## config.mk

```make
export PLATFORM = sky130hd
export DESIGN_NAME = sipo_deserializer_flat
export DESIGN_NICKNAME = d
export VERILOG_FILES = /design/src/rtl/sipo_deserializer_if.sv /design/src/rtl/sipo_deserializer.sv /design/src/flat_wrapper.sv
export SDC_FILE = /design/constraint.sdc
export NUM_CORES = 1
export LEC_CHECK = 0
export CAP_MARGIN = 15
export CORE_AREA = 4 4 41 43
export CTS_CLUSTER_DIAMETER = 50
export DETAILED_ROUTE_END_ITERATION = 8
export DIE_AREA = 0 0 45 47
export PLACE_DENSITY_LB_ADDON = 0.15
export RECOVER_POWER = 50
export SLEW_MARGIN = 10
export SYNTH_ARGS = -nofsm -noshare
export SYNTH_HDL_FRONTEND = slang
export SYNTH_SLANG_ARGS = --single-unit
```

## constraint.sdc

```tcl
create_clock -name clk -period 3.8 [get_ports clk]
set_input_delay 1.14 -clock clk [delete_from_list [all_inputs] [get_ports clk]]
set_output_delay 1.14 -clock clk [all_outputs]
set_load 0.02 [all_outputs]
```

## src/rtl/sipo_deserializer_if.sv

```systemverilog
// Bundle of the serial-side and parallel-side signals of sipo_deserializer.
// The deserializer connects as slave; the serial source and parallel consumer connect as master.
interface sipo_deserializer_if #(
  parameter int WIDTH = 4
);
  logic             s_in;
  logic             s_valid;
  logic             s_start;
  logic [WIDTH-1:0] p_out;
  logic             p_valid;
  logic             p_ready;
  logic             busy;
  logic             desync;
  logic             overrun;
  logic             p_err;
  logic [0:0]       dbg_state;

  modport master (
    output s_in, s_valid, s_start, p_ready,
    input  p_out, p_valid, busy, desync, overrun, p_err, dbg_state
  );

  modport slave (
    input  s_in, s_valid, s_start, p_ready,
    output p_out, p_valid, busy, desync, overrun, p_err, dbg_state
  );
endinterface

```

## src/rtl/sipo_deserializer.sv

```systemverilog
// Serial-in/parallel-out deserializer with a one-entry valid/ready holding register.
// Define SIPO_PARITY_EN to append an even-parity bit to every frame and report it on p_err.
//
// Handshake: a serial bit is consumed on every edge with s_valid=1 (no back-pressure);
// a parallel word transfers on every edge with p_valid&&p_ready, and p_out/p_err stay
// stable while p_valid=1.
module sipo_deserializer #(
  parameter int WIDTH     = 4,
  parameter bit MSB_FIRST = 1'b1
) (
  input logic               clk,
  input logic               rst,
  sipo_deserializer_if.slave bus
);

`ifdef SIPO_PARITY_EN
  localparam int FRAME = WIDTH + 1;
`else
  localparam int FRAME = WIDTH;
`endif
  localparam int CW = $clog2(FRAME);
  localparam logic [CW-1:0] LAST = CW'(FRAME - 1);

  localparam logic [0:0] IDLE  = 1'b0;
  localparam logic [0:0] SHIFT = 1'b1;

  logic [0:0]       state, state_nx;
  logic [CW-1:0]    cnt, cnt_nx;
  logic [WIDTH-1:0] sr, sr_nx;
  logic [WIDTH-1:0] base, shifted, word;
  logic [WIDTH-1:0] p_out_q;
  logic             p_valid_q, p_err_q, desync_q, overrun_q;
  logic             frame_start, frame_bit, frame_done, word_err;
  logic             load_word, drop_word, consume;

  always_comb begin
    frame_start = bus.s_valid && bus.s_start;
    frame_bit   = bus.s_valid && !bus.s_start && (state == SHIFT);
    frame_done  = frame_bit && (cnt == LAST);

    // A start bit always lands in an empty register, discarding any partial word.
    base = frame_start ? '0 : sr;
    if (MSB_FIRST) begin
      shifted = {base[WIDTH-2:0], bus.s_in};
    end else begin
      shifted = {bus.s_in, base[WIDTH-1:1]};
    end

`ifdef SIPO_PARITY_EN
    // The final bit is parity: the data word is already complete in sr.
    word     = sr;
    word_err = ^{sr, bus.s_in};
`else
    word     = shifted;
    word_err = 1'b0;
`endif

    state_nx = state;
    cnt_nx   = cnt;
    sr_nx    = sr;
    if (frame_start) begin
      state_nx = SHIFT;
      cnt_nx   = CW'(1);
      sr_nx    = shifted;
    end else if (frame_done) begin
      state_nx = IDLE;
      cnt_nx   = '0;
      sr_nx    = '0;
    end else if (frame_bit) begin
      cnt_nx = cnt + CW'(1);
      sr_nx  = shifted;
    end

    consume   = p_valid_q && bus.p_ready;
    load_word = frame_done && (!p_valid_q || bus.p_ready);
    drop_word = frame_done && p_valid_q && !bus.p_ready;
  end

  always_ff @(posedge clk or posedge rst) begin
    if (rst) begin
      state     <= IDLE;
      cnt       <= '0;
      sr        <= '0;
      p_out_q   <= '0;
      p_valid_q <= 1'b0;
      p_err_q   <= 1'b0;
      desync_q  <= 1'b0;
      overrun_q <= 1'b0;
    end else begin
      state     <= state_nx;
      cnt       <= cnt_nx;
      sr        <= sr_nx;
      desync_q  <= frame_start && (state == SHIFT);
      overrun_q <= drop_word;
      if (load_word) begin
        p_out_q   <= word;
        p_err_q   <= word_err;
        p_valid_q <= 1'b1;
      end else if (consume) begin
        p_valid_q <= 1'b0;
        p_err_q   <= 1'b0;
      end
    end
  end

  assign bus.p_out     = p_out_q;
  assign bus.p_valid   = p_valid_q;
  assign bus.p_err     = p_err_q;
  assign bus.desync    = desync_q;
  assign bus.overrun   = overrun_q;
  assign bus.busy      = (state == SHIFT);
  assign bus.dbg_state = state;

endmodule
```

## src/flat_wrapper.sv

```systemverilog
// flat-port wrapper written by rule: the top's interface ports become plain ports
module sipo_deserializer_flat 
#(
  parameter int WIDTH     = 4,
  parameter bit MSB_FIRST = 1'b1
)
  (clk, rst, bus_s_in, bus_s_valid, bus_s_start, bus_p_ready, bus_p_out, bus_p_valid, bus_busy, bus_desync, bus_overrun, bus_p_err, bus_dbg_state);
  sipo_deserializer_if #(.WIDTH(WIDTH)) bus_i ();
  input logic clk;
  input logic rst;
  input wire logic [$bits(bus_i.s_in)-1:0] bus_s_in;
  input wire logic [$bits(bus_i.s_valid)-1:0] bus_s_valid;
  input wire logic [$bits(bus_i.s_start)-1:0] bus_s_start;
  input wire logic [$bits(bus_i.p_ready)-1:0] bus_p_ready;
  output wire logic [$bits(bus_i.p_out)-1:0] bus_p_out;
  output wire logic [$bits(bus_i.p_valid)-1:0] bus_p_valid;
  output wire logic [$bits(bus_i.busy)-1:0] bus_busy;
  output wire logic [$bits(bus_i.desync)-1:0] bus_desync;
  output wire logic [$bits(bus_i.overrun)-1:0] bus_overrun;
  output wire logic [$bits(bus_i.p_err)-1:0] bus_p_err;
  output wire logic [$bits(bus_i.dbg_state)-1:0] bus_dbg_state;
  assign bus_i.s_in = bus_s_in;
  assign bus_i.s_valid = bus_s_valid;
  assign bus_i.s_start = bus_s_start;
  assign bus_i.p_ready = bus_p_ready;
  assign bus_p_out = bus_i.p_out;
  assign bus_p_valid = bus_i.p_valid;
  assign bus_busy = bus_i.busy;
  assign bus_desync = bus_i.desync;
  assign bus_overrun = bus_i.overrun;
  assign bus_p_err = bus_i.p_err;
  assign bus_dbg_state = bus_i.dbg_state;
  sipo_deserializer #(.WIDTH(WIDTH), .MSB_FIRST(MSB_FIRST)) u_core (.clk(clk), .rst(rst), .bus(bus_i));
endmodule
```

==> insert_results.sql <==
INSERT INTO impl_metrics (metric_group, metric, value, unit) VALUES
('pwr', 'vdd.ir_drop.worst', '0.0002927', 'V'),
('placed_design', 'place_worst_setup_slack', '1077', 'ps'),
('grt', 'grt_pass1_wl', '1738', 'µm'),
('timing', 'finalWorstPathRequiredPeriod', '2613', 'ps'),
('detailed_routing', 'route.detailed.vias_per_inst', '5.275', ''),
('pwr', 'comb_power_share', '39.2', '%'),
('logic_synthesis', 'count_of_synthesis_stage_warnings_from_yosys', '0', ''),
('critical_path', 'cp_data_required_time', '3960', 'ps'),
('pwr', 'power.share.switching', '33.06', '%'),
('placed_design', 'gpl.final_weighted_congestion', '0.7694', ''),
('cts', 'clock-sinks', '13', ''),
('pwr', 'p_per_area', '631.4', 'nW/µm²'),
('logic_synthesis', 'synth_top_cell_by_area', 'dfrtp_1', ''),
('logic_synthesis', 'synth_register_bits', '13', ''),
('detailed_routing', 'first_iter_violations', '8', ''),
('detailed_routing', 'total_drc_errors_in_the_routed_layout', '0', ''),
('logic_synthesis', 'syn_area_per_cell', '11.91', 'µm²'),
('finish', 'fill_cells', '113', ''),
('die', 'num_io_pins', '16', ''),
('cts', 'worstSkewPairLatency', '270', 'ps'),
('finish', 'drive_gt1_share', '16.92', '%'),
('die', 'die_y', '47', 'µm'),
('pwr', 'p_int', '315.7', 'µW'),
('cts', 'clkSlewWorstSetupHoldPaths', '60', 'ps'),
('cts', 'post_cts_setup_repair_buffer_count', '0', ''),
('detailed_routing', 'detail_route.wl_per_cell', '12.40', 'µm'),
('logic_synthesis', 'synth_cells', '52', ''),
('die', 'total_die_area', '2115', 'µm²'),
('critical_path', 'startpoint_type', 'input port', ''),
('finish', 'area_growth', '20.61', '%'),
('critical_path', 'cp.arrival', '2770', 'ps'),
('grt', 'grt_start_max_net_pins', '14', ''),
('detailed_routing', 'drt.antenna.violating_nets', '0', ''),
('cts', 'cts_max_path_buffers', '2', ''),
('hold_path', 'holdCritPathClass', 'flop to flop', ''),
('timing', 'grt_setup_unrepaired', 'false', ''),
('detailed_routing', 'drt_pass1_iterations', '4', ''),
('pwr', 'pwr-share-seq', '43.9', '%'),
('placed_design', 'portBuffers', '14', ''),
('hold_path', 'worstHoldPathCells', '1', ''),
('logic_synthesis', 'async_flop_share', '100.0', '%'),
('timing', 'finalCritPeriodShare', '68.77', '%'),
('critical_path', 'worstPathMaxFanout', '13', ''),
('timing', 'finClkSkew', '2.847', 'ps'),
('placed_design', 'placed_area', '735.7', 'µm²'),
('finish', 'finish.instance_area', '747.0', 'µm²'),
('pwr', 'p_switching', '155.9', 'µW'),
('cts', 'cts_tree', 'built', ''),
('finish', 'multiInputGateArea', '225.2', 'µm²'),
('critical_path', 'crit_path_end_kind', 'flop', ''),
('critical_path', 'timing.setup.critical_path_class', 'input port to flop', ''),
('logic_synthesis', 'synth.cell_area', '619.3', 'µm²'),
('logic_synthesis', 'number_of_synthesized_flops_with_an_enable_pin', '0', ''),
('cts', 'postCtsResizedCells', '0', ''),
('status', 'run_status', 'finished clean', ''),
('grt', 'antenna_found_initial', '0', ''),
('critical_path', 'critical-path-slowest-cell', 'dlygate4sd3_1', ''),
('cts', 'clock_tree.htree_level_count', '1', ''),
('pwr', 'portion_of_total_power_attributed_to_the_clock_network', '17.0', '%'),
('critical_path', 'ff2ff_path_depth', '4', ''),
('die', 'placementRows', '13', ''),
('timing', 'hold_viol', '0', ''),
('grt', 'vias_in_the_first_global_route', '403', ''),
('critical_path', 'worst_path_largest_cell_delay', '770', 'ps'),
('logic_synthesis', 'synth_fp_nets', '59', ''),
('logic_synthesis', 'post-synth-top-area-fraction', '52.53', '%'),
('grt', 'overflow', '0', ''),
('cts', 'cts_root_buffer', 'clkbuf_4', ''),
('critical_path', 'timing.critical_path.cells', 'dlygate4sd3_1 > nand4b_1 > nor2b_4 > mux2_2', ''),
('detailed_routing', 'overall_via_count_from_detail_route', '422', ''),
('finish', 'regArea', '325.3', 'µm²');
[area by class of cell]
| class | count | share of cell area, % |
|---|---|---|
| multi-input combinational | 31 | 30.15 |
| clock buffer | 4 | 3.518 |
| tap | 15 | 2.513 |
| timing repair buffer | 14 | 18.76 |
| sequential | 13 | 43.55 |
| inverter | 3 | 1.508 |
[per-stage QoR]
step           hold WS, ps  utilization, %  std cells
2_1_floorplan        454.8               -         52
3_3_place_gp         480.5           56.54         76
3_5_place_dp         491.5           56.54         76
4_1_cts              507.5           58.56         80
5_1_grt              539.9           57.40         80
6_report             503.4           57.40         80
[sequential cells by signal, indices dropped and copies added (netlist names)]
register and flops:
u_core.cnt 2, u_core.sr 3, u_core.bus.p_out 4, u_core.bus.overrun 1
u_core.bus.busy 1, u_core.bus.p_valid 1, u_core.bus.desync 1
[worst max-delay path, delay by kind of cell]
family / cells / cell delay [ps]
AND/OR/NAND/NOR: 2 / 500
multiplexers: 1 / 350
buffers and inverters: 1 / 770
[cell usage in the layout (no fill, tap or decap), drive strengths merged, types with 2 or more instances in the layout]
cell | synthesis | final
nand2 | 7 | 7
dfrtp | 13 | 13
a32o | 2 | 2
dlygate4sd3 | 0 | 2
inv | 3 | 3
nor2b | 2 | 2
mux2 | 4 | 4
clkbuf | 1 | 4
clkdlybuf4s50 | 0 | 12
o21ai | 2 | 2
[kinds of logic after synthesis]
family	count (synthesis)	share of synthesized area, %
simple gates	15	16.77
flops	13	52.52
compound gates	10	12.12
buf+inv	8	8.685
mux	4	7.272
fa+ha+maj	1	2.020
other cells	1	0.6055
[cells in the mapped netlist (2+ instances only)]
cell type / number
nand2_1: 7
dfrtp_1: 13
mux2_2: 4
buf_4: 2
buf_6: 2
a32o_1: 2
inv_1: 3
o21ai_0: 2
[path summary, 6_finish.rpt]
check	from	end	slack, ps
max in group asynchronous	rst	u_core.bus.p_out[0]	2140
min reg2reg	u_core.cnt[1]	u_core.cnt[1]	500
min in group asynchronous	rst	u_core.bus.p_valid	1330
max	bus_s_valid	u_core.bus.p_out[3]	1190
min	u_core.cnt[1]	u_core.cnt[1]	500
max reg2reg	u_core.cnt[0]	u_core.bus.p_out[3]	2270
[metal layers]
| layer | up-vias | GRT usage (%) | share of wire, % |
|---|---|---|---|
| met3 | 2 | 6.897 | 11 |
| met1 | 196 | 13.10 | 41 |
| met5 | - | 0 | 0 |
| met4 | 0 | 5.263 | 1.1 |
| met2 | 24 | 18.93 | 47 |
| li1 | 200 | - | - |
[power by group through the flow]
stage	combinational, µW	clock (µW)	sequential, µW
5_1_grt	202	96.1	215
6_report	185	80.1	207
2_1_floorplan	101	0	231
4_1_cts	191	84.4	210
3_5_place_dp	190	0	212
3_3_place_gp	187	0	211
(Power assumes the default switching activity.)
